===== config.mk =====
export PLATFORM = sky130hd
export DESIGN_NAME = multi_sample_iterator
export DESIGN_NICKNAME = d
export VERILOG_FILES = /design/src/rtl/multi_sample_iterator.sv
export SDC_FILE = /design/constraint.sdc
export NUM_CORES = 2
export LEC_CHECK = 0
export BUFFER_PORTS_ARGS = -buffer_cell sky130_fd_sc_hd__buf_2
export CAP_MARGIN = 40
export CORE_AREA = 2 2 305 307
export DETAILED_ROUTE_END_ITERATION = 16
export DIE_AREA = 0 0 307 309
export SYNTH_ARGS = -nofsm -noshare
export SYNTH_HDL_FRONTEND = slang
export SYNTH_SLANG_ARGS = --single-unit
export TNS_END_PERCENT = 10

===== constraint.sdc =====
create_clock -name clk -period 30 [get_ports clk]
set_input_delay 6 -clock clk [delete_from_list [all_inputs] [get_ports clk]]
set_output_delay 6 -clock clk [all_outputs]
set_load 0.1 [all_outputs]

===== src/rtl/multi_sample_iterator.sv =====
//------------------------------------------------------------------------------
// multi_sample_iterator: walks a triangle's bounding box row-major, NUM_SAMPLES
// lanes per cycle. Optional MSI_SAMPLE_COUNT_EN adds a saturating sample counter.
// Revision: 1.0
//------------------------------------------------------------------------------
`default_nettype none

module multi_sample_iterator #(
  parameter int SIGFIG      = 24,
  parameter int RADIX       = 10,
  parameter int VERTS       = 3,
  parameter int AXIS        = 3,
  parameter int COLORS      = 3,
  parameter int NUM_SAMPLES = 2
) (
  input  logic                                     clk,
  input  logic                                     rst,
  input  logic [VERTS-1:0][AXIS-1:0][SIGFIG-1:0]   tri_R13S,
  input  logic [COLORS-1:0][SIGFIG-1:0]            color_R13U,
  input  logic [1:0][1:0][SIGFIG-1:0]              box_R13S,
  input  logic                                     validTri_R13H,
  input  logic [1:0]                               ss_shift_R13U,
  output logic                                     halt_RnnnnH,
  output logic [VERTS-1:0][AXIS-1:0][SIGFIG-1:0]   tri_R14S,
  output logic [COLORS-1:0][SIGFIG-1:0]            color_R14U,
  output logic [NUM_SAMPLES-1:0][1:0][SIGFIG-1:0]  sample_R14S,
  output logic [NUM_SAMPLES-1:0]                   validSamp_R14H
`ifdef MSI_SAMPLE_COUNT_EN
  ,
  output logic [31:0]                              sample_cnt_R14U
`endif
);

  localparam int W   = SIGFIG + 1;
  localparam int SHW = $clog2(RADIX + 1);

  typedef logic signed [W-1:0] ext_t;
  typedef enum logic [0:0] {S_WAIT = 1'b0, S_TEST = 1'b1} state_t;

  function automatic ext_t sext(input logic [SIGFIG-1:0] v);
    return {v[SIGFIG-1], v};
  endfunction

  state_t state, state_nxt;

  logic [VERTS-1:0][AXIS-1:0][SIGFIG-1:0] tri_q;
  logic [COLORS-1:0][SIGFIG-1:0]          color_q;
  logic [1:0]                             ss_q;
  ext_t                                   ll_x, ur_x, ur_y;
  ext_t                                   base_x, base_y, base_x_nxt, base_y_nxt;

  logic [SHW-1:0] shamt;
  ext_t           step, group;
  logic           accept;

  assign shamt       = SHW'(RADIX) - SHW'(ss_q);
  assign step        = ext_t'(1) << shamt;
  assign group       = ext_t'(NUM_SAMPLES) << shamt;
  assign accept      = (state == S_WAIT) && validTri_R13H;
  assign halt_RnnnnH = (state == S_TEST);

  ext_t                   lane_x [NUM_SAMPLES];
  logic [NUM_SAMPLES-1:0] lane_v;

  for (genvar k = 0; k < NUM_SAMPLES; k++) begin : g_lane
    assign lane_x[k] = base_x + (ext_t'(k) << shamt);
    assign lane_v[k] = (lane_x[k] <= ur_x);
  end

  always_ff @(posedge clk or posedge rst) begin
    if (rst) state <= S_WAIT;
    else     state <= state_nxt;
  end

  always_comb begin
    state_nxt  = state;
    base_x_nxt = base_x;
    base_y_nxt = base_y;
    case (state)
      S_WAIT: begin
        if (validTri_R13H) begin
          state_nxt  = S_TEST;
          base_x_nxt = sext(box_R13S[0][0]);
          base_y_nxt = sext(box_R13S[0][1]);
        end
      end
      S_TEST: begin
        if (base_x + group <= ur_x) begin
          base_x_nxt = base_x + group;
        end else if (base_y + step <= ur_y) begin
          base_x_nxt = ll_x;
          base_y_nxt = base_y + step;
        end else begin
          state_nxt = S_WAIT;
        end
      end
      default: state_nxt = S_WAIT;
    endcase
  end

  // Triangle context is only captured on accept, so a pending triangle cannot
  // disturb the one being iterated.
  always_ff @(posedge clk or posedge rst) begin
    if (rst) begin
      tri_q   <= '0;
      color_q <= '0;
      ss_q    <= '0;
      ll_x    <= '0;
      ur_x    <= '0;
      ur_y    <= '0;
      base_x  <= '0;
      base_y  <= '0;
    end else begin
      base_x <= base_x_nxt;
      base_y <= base_y_nxt;
      if (accept) begin
        tri_q   <= tri_R13S;
        color_q <= color_R13U;
        ss_q    <= ss_shift_R13U;
        ll_x    <= sext(box_R13S[0][0]);
        ur_x    <= sext(box_R13S[1][0]);
        ur_y    <= sext(box_R13S[1][1]);
      end
    end
  end

  always_ff @(posedge clk or posedge rst) begin
    if (rst) begin
      tri_R14S       <= '0;
      color_R14U     <= '0;
      sample_R14S    <= '0;
      validSamp_R14H <= '0;
    end else if (state == S_TEST) begin
      tri_R14S       <= tri_q;
      color_R14U     <= color_q;
      validSamp_R14H <= lane_v;
      for (int k = 0; k < NUM_SAMPLES; k++) begin
        sample_R14S[k][0] <= lane_x[k][SIGFIG-1:0];
        sample_R14S[k][1] <= base_y[SIGFIG-1:0];
      end
    end else begin
      validSamp_R14H <= '0;
    end
  end

`ifdef MSI_SAMPLE_COUNT_EN
  logic [32:0] cnt_sum;

  always_comb begin
    cnt_sum = {1'b0, sample_cnt_R14U};
    for (int k = 0; k < NUM_SAMPLES; k++) begin
      cnt_sum = cnt_sum + 33'(validSamp_R14H[k]);
    end
  end

  always_ff @(posedge clk or posedge rst) begin
    if (rst)             sample_cnt_R14U <= '0;
    else if (cnt_sum[32]) sample_cnt_R14U <= '1;
    else                 sample_cnt_R14U <= cnt_sum[31:0];
  end
`endif

endmodule

`default_nettype wire


==> results by group <==
Yosys
  – Number of distinct library cells after synthesis: 73
  – Flip-flop and latch count after synthesis: 775
  – Post-synth EDFFs: 0
  – Post-synthesis sequential area ratio: 56.6%
  – Post-synthesis instance area: 0.0343 sq mm
  – Synth Area per Inst: 10.7 sq um
  – Asr flop ratio synth: 100%
  – Gate Count Post-Synth: 3200
  – Primary flip-flop cell chosen by synthesis mapping: sky130_fd_sc_hd__dfrtp_1
  – Total number of yosys warnings: 0

GRT
  – Number of antenna violations at the first check in global routing: 35
  – GR met1 Demand/Resource: 27.5%
  – Maximum number of pins on one net before global-route repair: 174
  – Met3 usage: 5.91%
  – Global-route wire length before repair: 159000 um
  – Number of global-route vias before repair: 25.9k
  – Global route hottest layer: met2
  – Total grt overflow: 0
  – All-Layer GR Usage: 22.0%
  – Met2 Resource Use GR: 36.3%

Setup path
  – Required time of the worst setup path: 30.61 ns
  – Startpoint of the lowest-slack register-to-register path: ss_q[1]
  – Delay of the slowest cell on the worst path: 0.78 ns
  – Type of element capturing the critical path: async pin
  – Largest delay share family, worst path: buffers and inverters
  – Worst setup path class: primary input to async pin
  – Capturing point of the worst reg2reg path: base_x[4]
  – CP Launch Type: primary input
  – Register-to-Register Setup Slack: 23.43 ns
  – Crit path top cell by count: sky130_fd_sc_hd__buf_4
  – Cells along the critical path: buf_2 -> inv_8 -> buf_4 -> buf_12 -> buf_4 -> buf_4
  – Length in cells of the worst reg-to-reg path: 18
  – Buffers plus inverters on the worst setup path: 6
  – Arrival @ worst endpoint: 9.48 ns
  – Critical path fanouts, max: 170
  – Master of the slowest instance on the critical path: sky130_fd_sc_hd__buf_4

Route
  – Detailed Route Iter0 Violations: 1878
  – Post-route DRC violation count: 0
  – Routed Wire Length: 107000 um
  – Remaining antenna violation count after routing: 0
  – Number of search-and-repair iterations in the first detailed-routing pass: 6
  – Total via count in the routed design: 25.8k
  – Routed WL per cell: 20.5 um
  – Drt via density: 4.94

Die
  – Effective utilization at floorplan: 37.5%
  – Width of the die: 307 um
  – Height of the chip: 309 um
  – Number of core rows: 111
  – Die Area: 0.0949 sq mm
  – Total I/O pin count: 776
  – Area of the core region: 0.0914 sq mm

Clock network
  – Quantity of gates resized following cts: 0
  – Maximum level of the CTS H-tree: 3
  – Number of sinks on the clock net: 775
  – CTS tree: yes
  – Number of buffers inserted by hold repair at cts: 0
  – Clock Path Buffers: 3
  – Root Driver: sky130_fd_sc_hd__clkbuf_16
  – Clock transition at the registers of the reported paths: 0.06 ns
  – Number of buffers created by CTS: 86
  – Clock latency of the later-clocked register in the worst-skew pair: 0.67 ns
  – Buffer count from post-CTS setup fixing: 0

Final layout
  – Ratio of cells with drive above 1 in the final layout: 33.8%
  – Nets@finish: 4473
  – Area Growth Syn to Fin: 24.2%
  – Fill cell instance count of the final layout: 8642

Timing
  – Setup TNS: 0 ns
  – Final hold vios: 0
  – Max transition margin: 31.7%
  – Transition time at the pin with the least slew margin: 1.02 ns
  – Worst-case clock skew: 0.0259 ns
  – Final critical-path required period: 8.87 ns
  – Max frequency: 113 MHz
  – Slew Limit Fails: 0
  – RSZ-0062 raised after global routing: no
  – Final setup violation count: 0
  – Period Utilization, post-route: 29.6%

Min path
  – Launch point of the worst hold path: color_q[42]
  – Hold Crit Class: register to register
  – Worst hold path endpoint: color_q[42]
  – Number of instances on the worst hold path: 2

Outcome
  – Run status: completed

Place
  – Post-DP HPWL: 77300 um
  – RePlAce Congestion: 0.909
  – Number of port buffers: 775

Flow run
  – Number of maximum-capacitance constraint violations: 0
sequential cells by signal, indices dropped and copies added (netlist names), 24 cells and up, named ones only:
name / flops
color_q: 72
color_R14U: 72
ur_y: 24
base_x: 25
tri_R14S: 216
tri_q: 216
ur_x: 24
sample_R14S: 72
ll_x: 24
base_y: 24
layout by cell type, fill, tap and decap left out, drive strengths merged, types with 6 or more instances in the layout:
cell type  instances
a2111oi           13
a211o              6
a21boi             6
a21o              26
a21oi            103
a221o              8
a31oi             10
and2               7
and3               9
and4               7
buf              819
bufinv            11
clkbuf           113
clkinv            21
clkinvlp           6
conb              25
dfrtp            775
diode             20
ha               134
inv               82
mux2             361
mux2i             13
nand2           1061
nand2b            12
nand3             18
nand4             21
nor2              53
nor2b             15
nor3              11
o2111ai            6
o211a              7
o211ai             9
o21a               8
o21ai            106
o22ai              9
or2                6
or3                7
xnor2             39
xor2              27
area by class of cell:
cell class,instances,area [sq um],share of cell area [%]
multi-input combinational,2190,13900,32.6
sequential,775,19400,45.6
clock inverter,43,579,1.36
timing repair buffer,819,4460,10.5
inverter,77,297,0.697
clock buffer,113,2400,5.65
tap,1186,1480,3.49
antenna,20,50.0,0.118
worst register-to-register path, delay by kind of cell (launching register included):
| family | cells | cell delay, ns |
|---|---|---|
| flops | 1 | 0.41 |
| fa+ha+maj | 2 | 0.87 |
| buf+inv | 1 | 0.25 |
| xor+xnor | 1 | 0.07 |
| compound gates | 8 | 2.49 |
| simple gates | 6 | 2.43 |
routing by layer:
| layer | routed length [um] | share of wire, % | vias to the layer above |
|---|---|---|---|
| met5 | 168 | 0.16 | - |
| met4 | 3860 | 3.6 | 26 |
| met3 | 7780 | 7.3 | 202 |
| met2 | 51400 | 48 | 757 |
| met1 | 43700 | 41 | 12621 |
| li1 | - | - | 12185 |
per-stage QoR:
step,cell area [sq um],hold WS [ns],util (%),instances,setup WS [ns]
after floorplan,34300,0.439,-,3224,2.24
after global placement,39200,0.452,42.9,5034,19.69
after detailed placement,39500,0.457,43.2,5047,20.29
after CTS,42500,0.471,46.5,5203,21.04
after global routing,42500,0.481,46.5,5213,20.60
final,42500,0.465,46.5,5223,21.13
cell usage after synthesis, drive strengths merged (4+ instances only):
cell type | number | area, sq um
dfrtp | 775 | 19400
nand2 | 1061 | 3980
mux2i | 13 | 130
and3 | 9 | 66.3
a41oi | 5 | 43.8
or2 | 6 | 37.5
o311ai | 4 | 42.6
o22ai | 9 | 56.3
a21oi | 103 | 515
o211a | 7 | 70.1
and2 | 7 | 46.3
a31oi | 10 | 62.6
mux2 | 361 | 4070
nand2b | 12 | 90.1
o211ai | 9 | 72.6
inv | 77 | 289
ha | 134 | 1680
or3 | 7 | 43.8
o2111ai | 6 | 52.6
and4 | 7 | 61.3
nor2 | 53 | 204
nor3 | 11 | 70.1
buf | 46 | 293
a221o | 8 | 80.1
o21ai | 106 | 531
a21boi | 6 | 45.0
o32a | 5 | 50.1
xor2 | 27 | 236
clkbuf | 136 | 510
a2111oi | 13 | 118
a211o | 6 | 52.6
nand3 | 18 | 95.1
nor2b | 15 | 101
o21a | 8 | 60.1
nand4 | 21 | 138
xnor2 | 39 | 342
a21o | 26 | 195
worst max-delay path by stage:
stage / startpoint / end / slack [ns] / depth (start not counted)
finish: rst / halt_RnnnnH / 21.13 / 6
floorplan: rst / async pin / 2.24 / 1
global placement: rst / halt_RnnnnH / 19.69 / 6
detailed placement: rst / halt_RnnnnH / 20.29 / 6
CTS: rst / halt_RnnnnH / 21.04 / 6
global route: rst / halt_RnnnnH / 20.60 / 6
cells by family (layout without fill, tap and decap cells):
group	count (synthesis)	after routing	share of synthesized area (%)
XOR/XNOR	66	66	1.69
multiplexers	374	374	12.3
buffers and inverters	259	1052	3.19
AND/OR/NAND/NOR	1235	1235	14.6
AO/OA/AOI/OAI	355	355	6.66
flip-flops	775	775	56.6
other	1	45	0.0109
adder cells (fa/ha/maj)	135	135	4.95
Power is left out: the tool's default activity adds up to more than one toggle a clock period on the data nets, which glitch-free logic cannot reach.
